File: src/rtl/dqn_weight_pkg.sv
// Shared layer geometry, layer-select encodings and sequencer states for the DQN
// weight-update path (2-32-32-3 network).
package dqn_weight_pkg;

  localparam int unsigned N_OUT_W   = 99;
  localparam int unsigned N_HID2_W  = 1056;
  localparam int unsigned N_HID1_W  = 96;
  localparam int unsigned N_TOTAL_W = N_OUT_W + N_HID2_W + N_HID1_W;

  localparam logic [1:0] LAYER_OUT  = 2'd0;
  localparam logic [1:0] LAYER_HID2 = 2'd1;
  localparam logic [1:0] LAYER_HID1 = 2'd2;

  typedef enum logic [2:0] {
    StIdle,
    StRdOut,
    StRdHid2,
    StRdHid1,
    StWaitWb
  } wus_state_e;

  // Walk order is output -> hidden 2 -> hidden 1, wrapping back to output.
  function automatic logic [1:0] next_layer(input logic [1:0] sel);
    return (sel == LAYER_HID1) ? LAYER_OUT : sel + 2'd1;
  endfunction

endpackage

File: src/rtl/layer_addr_counter.sv
// Walks (layer select, in-layer address) pairs in update order; one step per advance.
// last flags the final address of the current layer.
module layer_addr_counter
  import dqn_weight_pkg::*;
#(
  parameter int unsigned ADDR_WIDTH = 12
) (
  input  logic                  clk,
  input  logic                  rst,
  input  logic                  clear,
  input  logic                  advance,
  output logic [1:0]            sel,
  output logic [ADDR_WIDTH-1:0] addr,
  output logic                  last
);

  logic [1:0]            sel_q;
  logic [ADDR_WIDTH-1:0] addr_q;
  logic [ADDR_WIDTH-1:0] last_addr;

  always_comb begin
    last_addr = '0;
    case (sel_q)
      LAYER_OUT:  last_addr = ADDR_WIDTH'(N_OUT_W - 1);
      LAYER_HID2: last_addr = ADDR_WIDTH'(N_HID2_W - 1);
      LAYER_HID1: last_addr = ADDR_WIDTH'(N_HID1_W - 1);
      default:    last_addr = '0;
    endcase
  end

  assign last = (addr_q == last_addr);
  assign sel  = sel_q;
  assign addr = addr_q;

  always_ff @(posedge clk or posedge rst) begin
    if (rst) begin
      sel_q  <= LAYER_OUT;
      addr_q <= '0;
    end else if (clear) begin
      sel_q  <= LAYER_OUT;
      addr_q <= '0;
    end else if (advance) begin
      if (last) begin
        addr_q <= '0;
        sel_q  <= next_layer(sel_q);
      end else begin
        addr_q <= addr_q + ADDR_WIDTH'(1);
      end
    end
  end

endmodule

File: src/rtl/weight_update_sequencer.sv
// Streams every (weight, error) pair into update_weight and writes each returned weight
// back to its layer RAM; one full pass per start pulse.
module weight_update_sequencer
  import dqn_weight_pkg::*;
#(
  parameter int unsigned DATA_WIDTH = 32,
  parameter int unsigned ADDR_WIDTH = 12
) (
  input  logic                  clk,
  input  logic                  rst,
  input  logic                  i_start,
  output logic                  o_busy,
  output logic                  o_done,
  output logic [ADDR_WIDTH-1:0] o_err_rd_addr,
  input  logic [DATA_WIDTH-1:0] i_err_rd_data,
  output logic [1:0]            o_w_rd_sel,
  output logic [ADDR_WIDTH-1:0] o_w_rd_addr,
  input  logic [DATA_WIDTH-1:0] i_w_rd_data,
  output logic                  o_upd_valid,
  output logic [DATA_WIDTH-1:0] o_upd_weight,
  output logic [DATA_WIDTH-1:0] o_upd_error,
  input  logic                  i_upd_valid,
  input  logic [DATA_WIDTH-1:0] i_upd_new_weight,
  output logic                  o_w_wr_en,
  output logic [1:0]            o_w_wr_sel,
  output logic [ADDR_WIDTH-1:0] o_w_wr_addr,
  output logic [DATA_WIDTH-1:0] o_w_wr_data,
  output logic                  o_overflow
);

  wus_state_e            state_q;
  logic [ADDR_WIDTH-1:0] g_q;
  logic                  issue_d1_q;
  logic                  wb_done_q;

  logic                  start_acc;
  logic                  rd_issue;
  logic                  rd_last;
  logic                  wr_fire;
  logic                  wr_last;
  logic                  wr_layer_last;
  logic [1:0]            wr_sel;
  logic [ADDR_WIDTH-1:0] wr_addr;

  assign start_acc = (state_q == StIdle) && i_start;
  assign rd_issue  = (state_q == StRdOut) || (state_q == StRdHid2) || (state_q == StRdHid1);
  // Returns are in order, so the write-side walk alone identifies the target location.
  assign wr_fire   = i_upd_valid && (state_q != StIdle) && !wb_done_q;
  assign wr_last   = wr_layer_last && (wr_sel == LAYER_HID1);

  assign o_err_rd_addr = g_q;

  layer_addr_counter #(
    .ADDR_WIDTH (ADDR_WIDTH)
  ) u_rd_cnt (
    .clk     (clk),
    .rst     (rst),
    .clear   (start_acc),
    .advance (rd_issue),
    .sel     (o_w_rd_sel),
    .addr    (o_w_rd_addr),
    .last    (rd_last)
  );

  layer_addr_counter #(
    .ADDR_WIDTH (ADDR_WIDTH)
  ) u_wr_cnt (
    .clk     (clk),
    .rst     (rst),
    .clear   (start_acc),
    .advance (wr_fire),
    .sel     (wr_sel),
    .addr    (wr_addr),
    .last    (wr_layer_last)
  );

  always_ff @(posedge clk or posedge rst) begin
    if (rst) begin
      state_q      <= StIdle;
      g_q          <= '0;
      issue_d1_q   <= 1'b0;
      wb_done_q    <= 1'b0;
      o_busy       <= 1'b0;
      o_done       <= 1'b0;
      o_upd_valid  <= 1'b0;
      o_upd_weight <= '0;
      o_upd_error  <= '0;
      o_w_wr_en    <= 1'b0;
      o_w_wr_sel   <= '0;
      o_w_wr_addr  <= '0;
      o_w_wr_data  <= '0;
      o_overflow   <= 1'b0;
    end else begin
      // Read pipeline: address at t, RAM data at t+1, registered to update_weight at t+2.
      issue_d1_q  <= rd_issue;
      o_upd_valid <= issue_d1_q;
      if (issue_d1_q) begin
        o_upd_weight <= i_w_rd_data;
        o_upd_error  <= i_err_rd_data;
      end
      if (rd_issue) begin
        g_q <= (rd_last && (state_q == StRdHid1)) ? '0 : g_q + ADDR_WIDTH'(1);
      end

      o_w_wr_en <= wr_fire;
      o_done    <= wr_fire && wr_last;
      if (wr_fire) begin
        o_w_wr_sel  <= wr_sel;
        o_w_wr_addr <= wr_addr;
        o_w_wr_data <= i_upd_new_weight;
        if (wr_last) begin
          wb_done_q <= 1'b1;
        end
      end else if (i_upd_valid) begin
        o_overflow <= 1'b1;
      end

      case (state_q)
        StIdle: begin
          if (i_start) begin
            state_q   <= StRdOut;
            o_busy    <= 1'b1;
            wb_done_q <= 1'b0;
          end
        end
        StRdOut:  if (rd_last) state_q <= StRdHid2;
        StRdHid2: if (rd_last) state_q <= StRdHid1;
        StRdHid1: if (rd_last) state_q <= StWaitWb;
        StWaitWb: begin
          if (o_done) begin
            state_q <= StIdle;
            o_busy  <= 1'b0;
          end
        end
        default:  state_q <= StIdle;
      endcase
    end
  end

endmodule
File: config.mk
export PLATFORM = sky130hd
export DESIGN_NAME = weight_update_sequencer
export DESIGN_NICKNAME = d
export VERILOG_FILES = /design/src/rtl/dqn_weight_pkg.sv /design/src/rtl/layer_addr_counter.sv /design/src/rtl/weight_update_sequencer.sv
export SDC_FILE = /design/constraint.sdc
export NUM_CORES = 1
export LEC_CHECK = 0
export ABC_CLOCK_PERIOD_IN_PS = 6200
export BUFFER_PORTS_ARGS = -buffer_cell sky130_fd_sc_hd__buf_2
export CAP_MARGIN = 20
export CORE_MARGIN = 2
export CORE_UTILIZATION = 50
export DETAILED_ROUTE_END_ITERATION = 6
export PLACE_DENSITY = 0.77
export SKIP_LAST_GASP = 1
export SLEW_MARGIN = 15
export SYNTH_ARGS = -nofsm -noshare
export SYNTH_HDL_FRONTEND = slang
export SYNTH_HIERARCHICAL = 1
export SYNTH_SLANG_ARGS = --single-unit
File: constraint.sdc
create_clock -name clk -period 6.2 [get_ports clk]
set_input_delay 1.24 -clock clk [delete_from_list [all_inputs] [get_ports clk]]
set_output_delay 1.24 -clock clk [all_outputs]
set_load 0.05 [all_outputs]
Yosys cells after proc, flatten, opt, wreduce, memory -nomap -nowiden. Index checks and enable logic that the tools add are counted.

Logic and storage cells: 92. Bits in registers: 160. Input port bits: 100. Output and inout bits: 141.

$add $sub $neg: 5. Bitwise operators: 1. Mux-type cells: 30. Equal/unequal tests: 15. Reduce and logical (&&, ||, !) cells: 23.

Operators by type and width (count): $mux 12 (7); $pmux 11 s3 (2); $add 12x1->12 const B (3); $eq 12x11->1 (2); $mux 2 (8); $mux 3 (5); $pmux 3 s5 (1); $ne 2x2->1 const B (5); $reduce_bool 2->1 (5); $eq 3x2->1 const B (2); $logic_and 1x1->1 (6); $mux 1 (6); $reduce_and 2->1 (3); $reduce_and 5->1 (1); $add 2x1->2 const B (2); $eq 2x1->1 const B (2); $eq 2x2->1 const B (2); $logic_not 2->1 (2); $eq 3x1->1 const B (1); $eq 3x3->1 const B (1); $logic_not 3->1 (1); $reduce_and 3->1 (1); $reduce_bool 3->1 (1); $logic_or 1x1->1 (2); 3 further kinds (3).

Logic depth before layout (Yosys ltp).
Word-level depth: 8. Mapped depth: 9.

By module. The synthesis kept the hierarchy.

Modules (own cells, without submodules): weight_update_sequencer (seq. area each 3303.2 um^2, area each 5109.9 um^2, cells each 333, instances 1); layer_addr_counter (seq. area each 350.3 um^2, area each 989.7 um^2, cells each 101, instances 2).

Worst setup path after synthesis. No wires, ideal clock.

Kind: flip-flop to flip-flop. Start point: register u_rd_cnt.sel_q[0] (netlist: u_rd_cnt/sel[0]). End point: register g_q[5] (netlist: o_err_rd_addr[5]). Slack: 3482 ps. Path buffers: 0. Stages on the path, launching flop included: 10. Library setup time: 67 ps. Data arrival time: 2651 ps. Clock period less this slack: 2718 ps. Cell sequence: dfrtp_1 inv_1 ha_1 and4_2 o211ai_2 nor2_1 nand2_1 nor3b_2 or4_1 nand2_1.

Word-level cells in the longest chain between the ends: 5. Elaborated cells between the ends (all ways): 7. Classes of those cells: 3 x eq/ne; 2 x mux; 2 x reduce/logical.

Ends and longest elaborated chain: start: declaration (RTL line layer_addr_counter.sv:17) `logic [1:0] sel_q;`; start signal: assignment (RTL line layer_addr_counter.sv:45) `sel_q <= next_layer(sel_q);`; $eq 2x2->1 (tied with other cells) (RTL line layer_addr_counter.sv:23) `case (sel_q)`; $pmux 11 s3 (*) (RTL line layer_addr_counter.sv:23); $eq 12x11->1 (*) (RTL line layer_addr_counter.sv:31) `assign last = (addr_q == last_addr);`; net rd_last (RTL line weight_update_sequencer.sv:38) `logic rd_last;`; $logic_and 1x1->1 (*) (RTL line weight_update_sequencer.sv:102) `g_q <= (rd_last && (state_q == StRdHid1)) ? '0 : g_q + ADDR_WIDTH'(1);`; $mux 12 (*) (RTL line weight_update_sequencer.sv:102); end signal: assignment (RTL line weight_update_sequencer.sv:102); end: declaration (RTL line weight_update_sequencer.sv:32) `logic [ADDR_WIDTH-1:0] g_q;`.

Mark *: on every way through the listed nets, which the timed path passes. The rest lies on a longest branch. A chain may end at the register's enable or synchronous reset.

Worst setup path in the final report. Ends and elaborated chain as after synthesis.

==> results.md <==
* Final Hold Violating Endpoints at 0
* Sequential fraction of the synthesis area at 56.5%
* CP max stage delay at 0.54 ns
* WL per Instance at 18.1 um
* Synth Register Bits at 160
* Final #Nets at 892
* Clock skew at 0.00795 ns
* Startpoint types: flop
* Share of layout cells above drive strength 1 at 52.3%
* Rows at 43
* Slowest CP cell: nor3b_2
* Post-DRT Antenna Nets at 0
* RSZ-0062 raised after global routing: false
* Fraction of registers with async set/reset at 100%
* Crit path depth at 9
* Initial core utilization at approximately half
* RR Endpoint: o_err_rd_addr[5]
* Via count at approximately 5200
* Status: finished clean
* Root buffer selected by CTS: clkbuf_16
* DP Worst Slack at 3.12 ns
* Worst-path fanout max at 10
* Cells on worst reg2reg path at 9
* Iteration-0 DRC Markers at 212
* Core Region at between 10000 and 15000 um2
* Min Clock Period, post-route at roughly 2.8 ns
* Critical path destination: o_err_rd_addr[5]
* GRT Overall Usage at 23.4%
* Register area at 4010 um2
* Clock power frac at between 30 and 40%
* Worst-path cell chain: inv_1 -> ha_1 -> xnor2_1 -> nand4_1 -> nor2_1 -> nand2_1 -> nor3b_2 -> or4_1 -> nand2_1
* Combinational share of power at 29.0%
* Flop pwr share at ~41%
* Syn Area/Cell at 13.3 um2
* CTS tree: done
* WS Path Type: reg2reg
* First-pass GRT wire length at 27.0 mm
* Die area at 15100 um2
* Post_cts resized at 0
* Ports at 241
* Die Ht at 123 um
* Number of global-route vias before repair at 5258
* Area of the multi-input gates at 2910 um2
* Switching part of the total power at 38.6%
* Via density per instance at 5.36
* Hold buffers post-CTS at 0
* Fillers at 1078
* Critical Path AT at about 3.1 ns
* Reg clk slew, reported paths at about 0.070 ns
* Reg-to-reg slack, setup at 3.38 ns
* Routed WL at 17.6 mm
* Post-synth cell types at 53
* Max VDD drop at 0.197 mV
* Power Internal at 2.06 mW
* PD cells at 371 nW/um2
* CP most frequent cell: nand2_1
* Relative slew slack at 45.6%
* Critical Path Sink Type: flop
* Syn nets at 648
* Pwr Total at 3.35 mW
* WHS at about 0.46 ns
* Final setup fails at 0
* Pre-antenna DRT Iters at 4
* WP buf/inv at 1
* Post-synth EDFFs at 0
* Fin Setup TNS at 0 ns
* GP Congestion at 0.894
* Initial antenna violation count at 3
* Setup ws final at roughly 3.4 ns
* Commonest non-fill, non-tap cell in the layout: buf_2
* Leak Pwr at 4.33 nW
* Max frequency at ~350 MHz
* Setup Fix Bufs, Post-CTS at 0
* Worst skew pair latency at around 0.42 ns
* Most frequent cells in the layout: 240 x buf_2, 159 x dfrtp_1, 102 x mux2_2
* Buffers on Ports at between 200 and 250
* Tcrit/Tclk final at 45.5%
* H-tree levels at 4
* Synth Cell Area at 7090 um2
* CP top delay family: simple AND/OR/NAND/NOR gates
* DP HPWL at 12.9 mm
* Top_reg_cell synth: dfrtp_1
* Slew Viols, Final at 0
* R2r startpoint: u_rd_cnt/sel[0]
* Area Overhead vs Synth at 27.3%
* Largest net degree at the start of global routing at 81
* Mapped Cells at 535
* TritonCTS buffer count at 17
* Synthesis Warnings at 6
* Clk buf depth at 2
* Chip width at between 100 and 150 um
* Max_cap viols at 0
* Hold Crit Class: reg2reg
* TritonCTS sink count at 160
* Worst setup path startpoint: u_rd_cnt/sel[0]
* Sw power at approximately 1.3 mW
* Gr ovfl total at 0
* # DRC at 0
* Worst endpoint required time at 6.51 ns
* Least-Margin Pin Slew at 0.816 ns
[cell type report]
class / count / area share [%]
Antenna cell: 3 / 0.0832
Clock buffer: 18 / 4.87
Clock inverter: 14 / 1.57
Inverter: 17 / 0.763
Multi-Input combinational cell: 340 / 32.3
Sequential cell: 160 / 44.4
Tap cell: 180 / 2.50
Timing Repair Buffer: 243 / 13.6
[per-layer routing]
metal | vias to the layer above | wire length (um) | global-route usage (%)
li1 | 2412 | - | -
met1 | 2589 | 6970 | 27.9
met2 | 188 | 8900 | 39.7
met3 | 34 | 1260 | 6.18
met4 | 0 | 493 | 10.7
met5 | - | 0 | 0
[registers in the layout, indices dropped and copies added, names as in the netlist]
signal and count:
o_upd_error 32, o_upd_weight 32, o_w_wr_data 32, o_err_rd_addr 12
o_w_wr_addr 12, u_rd_cnt/addr 12, u_wr_cnt/addr 12, state_q 3
o_w_wr_sel 2, u_rd_cnt/sel 2, u_wr_cnt/sel 2, issue_d1_q 1
o_busy 1, o_done 1, o_overflow 1, o_upd_valid 1
o_w_wr_en 1, wb_done_q 1
[worst min path at each step]
stage	start	endpoint	slack, ns	cells past startpoint
floorplan	issue_d1_q	o_upd_valid	0.35	0
global placement	o_overflow	o_overflow	0.44	1
detailed placement	o_overflow	o_overflow	0.44	1
CTS	o_overflow	o_overflow	0.46	1
global route	o_overflow	o_overflow	0.48	1
finish	o_overflow	o_overflow	0.46	1
[per-stage QoR]
stage          util (%)  area (um2)  instances
2_1_floorplan         -        7090        535
3_3_place_gp       60.8        8430        940
3_5_place_dp       60.8        8430        940
4_1_cts            64.9        9010        972
5_1_grt            65.0        9020        974
6_report           65.0        9020        975
[cells in the mapped netlist, types with 7 or more instances]
cell | instances | area, um2
a21oi_1 | 8 | 40.0
buf_2 | 13 | 65.1
dfrtp_1 | 160 | 4000
ha_1 | 13 | 163
inv_1 | 15 | 56.3
mux2_1 | 8 | 90.1
mux2_2 | 102 | 1150
mux2i_1 | 8 | 80.1
nand2_1 | 43 | 161
nand3_1 | 15 | 75.1
nand4_1 | 9 | 56.3
nor2_1 | 24 | 90.1
o21ai_0 | 14 | 70.1
or4_1 | 7 | 52.6
xor2_1 | 17 | 149
[power groups by stage]
| stage | combinational [mW] | clock (mW) | sequential [mW] |
|---|---|---|---|
| 2_1_floorplan | 0.363 | 0 | 1.72 |
| 3_3_place_gp | 0.948 | 0 | 1.36 |
| 3_5_place_dp | 0.970 | 0 | 1.38 |
| 4_1_cts | 0.974 | 1.04 | 1.36 |
| 5_1_grt | 1.03 | 1.08 | 1.38 |
| 6_report | 0.970 | 1.02 | 1.36 |
[cells by family after synthesis]
| family | Yosys count | synth area share (%) |
|---|---|---|
| buffers and inverters | 35 | 2.45 |
| adder cells (fa/ha/maj) | 13 | 2.29 |
| XOR/XNOR | 23 | 2.84 |
| AND/OR/NAND/NOR | 134 | 11.2 |
| AO/OA/AOI/OAI | 52 | 6.18 |
| multiplexers | 118 | 18.6 |
| flip-flops | 160 | 56.5 |
(Power assumes the default switching activity.)
